## src/rtl/if_stage.sv

```systemverilog
// Instruction-fetch stage: PC register, IF/ID pipeline register, redirect/stall/flush
// handling, sticky misaligned-target halt and a retired-fetch counter.
module if_stage #(
  parameter logic [31:0] RESET_PC = 32'h0000_0000,
  parameter logic [31:0] NOP      = 32'h0000_0013
) (
  input  logic        clk,
  input  logic        reset,
  output logic [31:0] pc_IM,
  input  logic [31:0] inst_IM,
  input  logic        redirect,
  input  logic [31:0] redirect_pc,
  input  logic        stall,
  input  logic        flush,
  output logic        id_valid,
  output logic [31:0] id_inst,
  output logic [31:0] id_pc,
  output logic [31:0] id_pc4,
  output logic        fetch_err,
  output logic [31:0] err_pc,
  output logic [31:0] fetch_count
);

  localparam int unsigned XLEN = 32;

  typedef enum logic {RUN, HALT} state_t;

  state_t          state, state_nx;
  logic [XLEN-1:0] pc_nx, id_inst_nx, id_pc_nx, id_pc4_nx, err_pc_nx, fetch_count_nx;
  logic            id_valid_nx, fetch_err_nx;
  logic [XLEN-1:0] pc_plus4_c;

  assign pc_plus4_c = pc_IM + XLEN'(4);

  // Next-state: redirect > flush > stall > normal fetch; HALT only bubbles.
  always_comb begin
    state_nx       = state;
    pc_nx          = pc_IM;
    id_valid_nx    = id_valid;
    id_inst_nx     = id_inst;
    id_pc_nx       = id_pc;
    id_pc4_nx      = id_pc4;
    fetch_err_nx   = fetch_err;
    err_pc_nx      = err_pc;
    fetch_count_nx = fetch_count;
    case (state)
      RUN: begin
        if (redirect) begin
          id_valid_nx = 1'b0;
          id_inst_nx  = NOP;
          if (redirect_pc[1:0] != 2'b00) begin
            fetch_err_nx = 1'b1;
            err_pc_nx    = redirect_pc;
            state_nx     = HALT;
          end else begin
            pc_nx = redirect_pc;
          end
        end else if (flush) begin
          id_valid_nx = 1'b0;
          id_inst_nx  = NOP;
          if (!stall) pc_nx = pc_plus4_c;
        end else if (!stall) begin
          id_valid_nx    = 1'b1;
          id_inst_nx     = inst_IM;
          id_pc_nx       = pc_IM;
          id_pc4_nx      = pc_plus4_c;
          pc_nx          = pc_plus4_c;
          fetch_count_nx = fetch_count + XLEN'(1);
        end
      end
      HALT: begin
        id_valid_nx = 1'b0;
        id_inst_nx  = NOP;
      end
      default: state_nx = RUN;
    endcase
  end

  // State and output registers.
  always_ff @(posedge clk or posedge reset) begin
    if (reset) begin
      state       <= RUN;
      pc_IM       <= RESET_PC;
      id_valid    <= 1'b0;
      id_inst     <= NOP;
      id_pc       <= '0;
      id_pc4      <= '0;
      fetch_err   <= 1'b0;
      err_pc      <= '0;
      fetch_count <= '0;
    end else begin
      state       <= state_nx;
      pc_IM       <= pc_nx;
      id_valid    <= id_valid_nx;
      id_inst     <= id_inst_nx;
      id_pc       <= id_pc_nx;
      id_pc4      <= id_pc4_nx;
      fetch_err   <= fetch_err_nx;
      err_pc      <= err_pc_nx;
      fetch_count <= fetch_count_nx;
    end
  end

endmodule

```

## config.mk

```make
export PLATFORM = sky130hd
export DESIGN_NAME = if_stage
export DESIGN_NICKNAME = d
export VERILOG_FILES = /design/src/rtl/if_stage.sv
export SDC_FILE = /design/constraint.sdc
export NUM_CORES = 1
export LEC_CHECK = 0
export CAP_MARGIN = 20
export CORE_MARGIN = 4
export CORE_UTILIZATION = 48
export CTS_CLUSTER_SIZE = 28
export DETAILED_ROUTE_END_ITERATION = 6
export GPL_TIMING_DRIVEN = 0
export PLACE_DENSITY = 0.92
export SLEW_MARGIN = 25
export SYNTH_ARGS = -nofsm -noshare
export SYNTH_HDL_FRONTEND = slang
export SYNTH_SLANG_ARGS = --single-unit
```

## constraint.sdc

```tcl
create_clock -name clk -period 7.8 [get_ports clk]
set_clock_uncertainty 0.1 [all_clocks]
set_input_delay 0.78 -clock clk [delete_from_list [all_inputs] [get_ports clk]]
set_output_delay 0.78 -clock clk [all_outputs]
set_load 0.005 [all_outputs]
```

==> flow_summary.ini, run 1 <==
[route]
vias_per_cell = 5.93
vias = 8138
drc = 0
first_pass_iters = 7
drtIter0Drc = 758
wirelength_um = 28400
wl_per_cell_um = 20.7
antenna_left = 0

[floorplan]
fp.coreArea_um2 = 18000
fp.dieW_um = 144
die_y_um = 144
rows = 49
die_area_um2 = 20600
initial_core_util_pct = 49.0
io_pins = 263

[flow_run]
max-cap-violations = 0

[worst_setup_path]
critPathBufInv = 4
path_cells = clkdlybuf4s50_1 -> or4_1 -> clkbuf_1 -> clkbuf_1 -> buf_1 -> nand2_1 -> o21ai_0
startpoint = stall
crit_path_top_delay_cell = clkdlybuf4s50_1
critical_path_class = input port to register
cp-end-kind = register
timing.rr.start = state
cp-start-kind = input port
arrival_ps = 3420
crit_top_cell = clkbuf_1
path_delay_family = buffers and inverters
crit_required_ps = 8020
max_stage_delay_ps = 590
crit_fanout = 10

[timing]
final-setup-viol-count = 0
hold_ws_ps = 371
fin_ws_ps = 4610
timing.fmax_mhz = 313
period_share_pct = 41.0
period_needed_ps = 3190
maxSlewViolCount = 0
tightest_slew_ps = 1070
relSlewSlack_pct = 28.1
hold_violations = 0
rsz0062_at_grt = false

[grt]
grt_max_degree = 80
grt_pass1_vias = 8085
grt_pass1_wl_um = 43900
gr-total-overflow = 0
grt.total_usage_pct = 27.2
antenna_found_initial = 0

[layout]
syn_to_final_growth_pct = 40.4
fill_cells = 1304
antenna_cells = 0
ff_latch_area_um2 = 4830
drive_gt1_share_pct = 9.10
multi_input_area_um2 = 3650
num-nets-final = 1202
fin_util_pct = 68.7

[clock_network]
clock_latency_ps = 430
htreeDepth = 4
cts-root-buf = clkbuf_16
clk_path_buf_depth = 2
cts_sinks = 193
post-cts-setup-buffers = 0
cts_tree = built
cts_buffers = 17
hold_buffers = 0
cts_resized = 0
path_clk_slew_ps = 70

[synthesis]
synth_cells = 849
syn_nets = 920
yosysSeqAreaShare_pct = 54.8
ys_ff_latch = 193
avgSynthCellArea_um2 = 10.4
synthFlopType = dfrtp_1
synth_edf_count = 0
ys_types = 61
synth_warnings = 0
async_reset_ff_share_pct = 100
syn_area_um2 = 8820

[power_and_ir_drop]
leakage_nw = 5.35
ir_worst_vdd_v = 0.000162
p_per_area_nw_per_um2 = 196

[placed_design]
place_congestion = 0.952
io_buffers = 261
hpwl_um = 20800
post-place-ws_ps = 4270

[min_path]
hold_class = register to register
hold_path.startpoint = fetch_count[31]

[status]
status = completed
-- synth_stat cells (9+ instances only) --
library cell  instances  area (µm²)
o21ai_0              34         170
or4_1                13        97.6
nand2_1             150         563
a21oi_1              11        55.1
nor2_1               27         101
a22o_1               30         263
inv_1                12        45.0
buf_2                13        65.1
mux2i_1               9        90.1
and3_1                9        56.3
nand4_1              27         169
nor3_1               20         100
xor2_1               26         228
dfrtp_1             190        4750
and2_1                9        56.3
clkbuf_1             46         173
mux2_2               37         417
nand3_1              36         180
xnor2_1              20         175
nor4_1               20         125
-- flip-flops by register name, indices dropped and copies added (netlist names) --
name         count
err_pc          32
id_pc           32
state            1
id_pc4          30
fetch_count     32
id_valid         1
fetch_err        1
id_inst         32
pc_IM           32
-- worst paths after layout --
check                                   to  slack [ps]  cells past startpoint
setup / recovery                id_pc4[13]        4610                      7
hold / removal             fetch_count[31]         370                      1
setup reg to reg                id_pc4[13]        5020                      6
hold reg to reg            fetch_count[31]         370                      1
max in group asynchronous       id_pc4[24]        5880                      4
min in group asynchronous       err_pc[14]         650                      2
-- report_power, final --
| group | switching (mW) | internal, mW | total, mW |
|---|---|---|---|
| Combinational | 0.170 | 0.222 | 0.393 |
| Sequential | 0.0558 | 1.07 | 1.13 |
| Clock | 0.406 | 0.496 | 0.902 |
-- cells by family (layout without fill, tap and decap cells) --
family / count (synthesis) / after routing / share of synthesized area (%)
muxes: 46 / 46 / 5.74
DFF: 193 / 193 / 54.8
xor gates and xnor gates: 46 / 46 / 4.57
and+or+nand+nor: 340 / 340 / 19.4
buffers and inverters: 84 / 378 / 3.96
adders and majority gates: 2 / 2 / 0.284
AOI/OAI and AO/OA: 138 / 138 / 11.3
-- routing by layer --
metal | track usage, % | share of wire [%] | vias up
met2 | 43.0 | 47 | 506
met5 | 0 | 0 | -
met3 | 7.65 | 9.8 | 99
met1 | 35.2 | 38 | 3946
met4 | 12.2 | 4.8 | 0
li1 | - | - | 3587
-- placed cells by master, fill, tap and decap left out, types with 6 or more instances in the layout --
master | netlist | layout
inv_1 | 12 | 11
xnor2_1 | 20 | 20
clkdlybuf4s50_1 | 0 | 261
inv_6 | 0 | 6
mux2i_1 | 9 | 9
mux2_2 | 37 | 37
nand4_1 | 27 | 27
nand2_1 | 150 | 150
nand3_1 | 36 | 36
dfrtp_1 | 190 | 190
nor4_1 | 20 | 20
nor2_1 | 27 | 27
o2bb2ai_1 | 8 | 8
and3_1 | 9 | 9
and2_1 | 9 | 9
or4_1 | 13 | 13
clkbuf_1 | 46 | 46
xor2_1 | 26 | 26
a22o_1 | 30 | 30
and4_1 | 8 | 8
clkbuf_16 | 0 | 17
buf_1 | 6 | 6
buf_2 | 13 | 13
a21oi_1 | 11 | 11
nor3_1 | 20 | 20
o21ai_0 | 34 | 34
-- stage by stage --
stage / area (µm²) / power [mW] / cells / TNS [ps]
2_1_floorplan: 8820 / 1.28 / 849 / 0
3_3_place_gp: 11700 / 1.52 / 1339 / -144840
3_5_place_dp: 11800 / 1.53 / 1341 / 0
4_1_cts: 12400 / 2.43 / 1372 / 0
5_1_grt: 12400 / 2.51 / 1372 / 0
6_report: 12400 / 2.42 / 1372 / 0
-- area by class of cell --
| class | instances | area share (%) |
|---|---|---|
| clock inverters | 12 | 1.16 |
| clock buffers | 19 | 3.66 |
| multi-input cells | 572 | 29.5 |
| inverters | 13 | 0.454 |
| well taps | 229 | 2.31 |
| flip-flops and latches | 193 | 39.0 |
| plain buffers | 71 | 2.42 |
| repair buffers | 263 | 21.5 |
Note: power is estimated with default switching activity, not from simulation.
==> inputs of run 2 (changes only) <==
==> constraint.sdc (replaced) <==
create_clock -name clk -period 3.35 [get_ports clk]
set_clock_uncertainty 0.1 [all_clocks]
set_input_delay 0.335 -clock clk [delete_from_list [all_inputs] [get_ports clk]]
set_output_delay 0.335 -clock clk [all_outputs]
set_load 0.005 [all_outputs]
==> run 2 against run 1 <==
Against the previous run: final area increased by 0.73%; largest power group unchanged; final cell count up 0.44%; highest routed layer unchanged; critical path type is now register to register; critical path depth did not move; non-clock buffer count is 5 higher; via count down 1.7%; register-to-register slack got worse by 4500 ps.
==> flow_summary.ini, run 2 (synthesis results as in run 1) <==
[grt]
gr-total-overflow = 0
grt_max_degree = 33
grt_pass1_vias = 8088
grt_pass1_wl_um = 44500
antenna_found_initial = 0
grt.total_usage_pct = 27.5

[worst_setup_path]
path_cells = ha_1 -> nand3_2 -> or4_1 -> buf_2 -> buf_2 -> o311ai_0 -> nand3_1
timing.rr.start = pc_IM[2]
crit_path_top_delay_cell = or4_1
crit_top_cell = buf_2
crit_fanout = 10
cp-end-kind = register
max_stage_delay_ps = 650
critical_path_class = register to register
crit_required_ps = 3560
cp-start-kind = register
startpoint = pc_IM[2]
arrival_ps = 3000

[placed_design]
postPlaceCellArea_um2 = 11900
place_congestion = 0.938
io_buffers = 261
hpwl_um = 21000

[timing]
maxSlewViolCount = 0
tightest_slew_ps = 1090
timing.fmax_mhz = 358
hold_violations = 0
relSlewSlack_pct = 26.7
period_share_pct = 83.4
final-setup-viol-count = 0
rsz0062_at_grt = false
period_needed_ps = 2790

[clock_network]
cts_tree = built
path_clk_slew_ps = 70
cts_sinks = 193
clock_latency_ps = 430
post-cts-setup-buffers = 0
htreeDepth = 4
cts_resized = 0
clk_path_buf_depth = 2
cts_buffers = 17
cts-root-buf = clkbuf_16
hold_buffers = 0

[floorplan]
fp.dieW_um = 144
initial_core_util_pct = 49.0
die_area_um2 = 20600
die_y_um = 144
rows = 49
fp.coreArea_um2 = 18000
io_pins = 263

[route]
wl_met1_um = 11100
first_pass_iters = 5
dr_wl_met3_um = 2580
routed.top_layer = met4
drc = 0
vias_per_cell = 5.80
vias = 7997
antenna_left = 0
wl_met2_um = 13400
wl_per_cell_um = 20.6
wirelength_um = 28400
drtIter0Drc = 653

[flow_run]
max-cap-violations = 0

[power_and_ir_drop]
p_per_area_nw_per_um2 = 451
leakage_nw = 5.38
finalPower_mw = 5.63
ir_worst_vdd_v = 0.000384

[layout]
num-nets-final = 1207
drive_gt1_share_pct = 9.49
antenna_cells = 0
final_cell_area_um2 = 12500
ff_latch_area_um2 = 4830
syn_to_final_growth_pct = 41.4
layout_commonest_cell = clkdlybuf4s50_1
multi_input_area_um2 = 3650
fill_cells = 1297
final_cell_mix = clkdlybuf4s50_1 (261), dfrtp_1 (190), nand2_1 (150), clkbuf_1 (47), mux2_2 (37)

[min_path]
hold_class = input port to asynchronous set/reset pin

[status]
status = completed
-- run 2: cell count changes in the layout (fill, tap and decap cells not counted), sizes merged --
cell,delta
buf,+5
clkinv,+2
inv,-2
clkbuf,-1
clkinvlp,+2
-- run 2: worst paths after layout --
| kind | slack, ps | endpoint | cells past startpoint |
|---|---|---|---|
| max | 560 | id_pc4[28] | 7 |
| min | 20 | err_pc[14] | 2 |
| max reg2reg | 560 | id_pc4[28] | 7 |
| min reg2reg | 370 | fetch_err | 1 |
| max in group asynchronous | 2160 | id_pc4[24] | 6 |
| min in group clk | 300 | id_valid | 3 |
-- run 2: worst max-delay path: cells and delay by family, from the launching register on --
family	cells	cell delay [ps]
AO/OA/AOI/OAI	1	350
adder cells (fa/ha/maj)	1	320
buffers and inverters	2	390
flip-flops	1	500
AND/OR/NAND/NOR	3	1000
-- run 2: final cells by class --
| class | count | area share (%) |
|---|---|---|
| Buffer | 71 | 2.41 |
| Clock buffer | 18 | 3.44 |
| Clock inverter | 14 | 1.35 |
| Inverter | 13 | 0.421 |
| Multi-Input combinational cell | 572 | 29.2 |
| Sequential cell | 193 | 38.7 |
| Tap cell | 229 | 2.30 |
| Timing Repair Buffer | 268 | 22.1 |
-- run 2: power by group --
group	switching (mW)	internal, mW
logic	0.395	0.527
registers	0.131	2.50
clock network	0.959	1.13
-- run 2: per-layer routing --
metal / up-vias / global-route usage, %
li1: 3617 / -
met1: 3834 / 35.3
met2: 448 / 43.8
met3: 98 / 8.29
met4: 0 / 11.4
met5: - / 0
-- run 2: stage by stage --
stage	instances	setup TNS [ps]	worst slack, ps	hold slack [ps]	utilization (%)
finish	1378	0	556	18.6	69.2
floorplan	849	0	427	354	-
global route	1378	0	369	10.5	69.2
CTS	1378	0	511	9.31	69.2
global placement	1339	-204130	-1080	352	65.1
detailed placement	1346	0	331	359	65.9
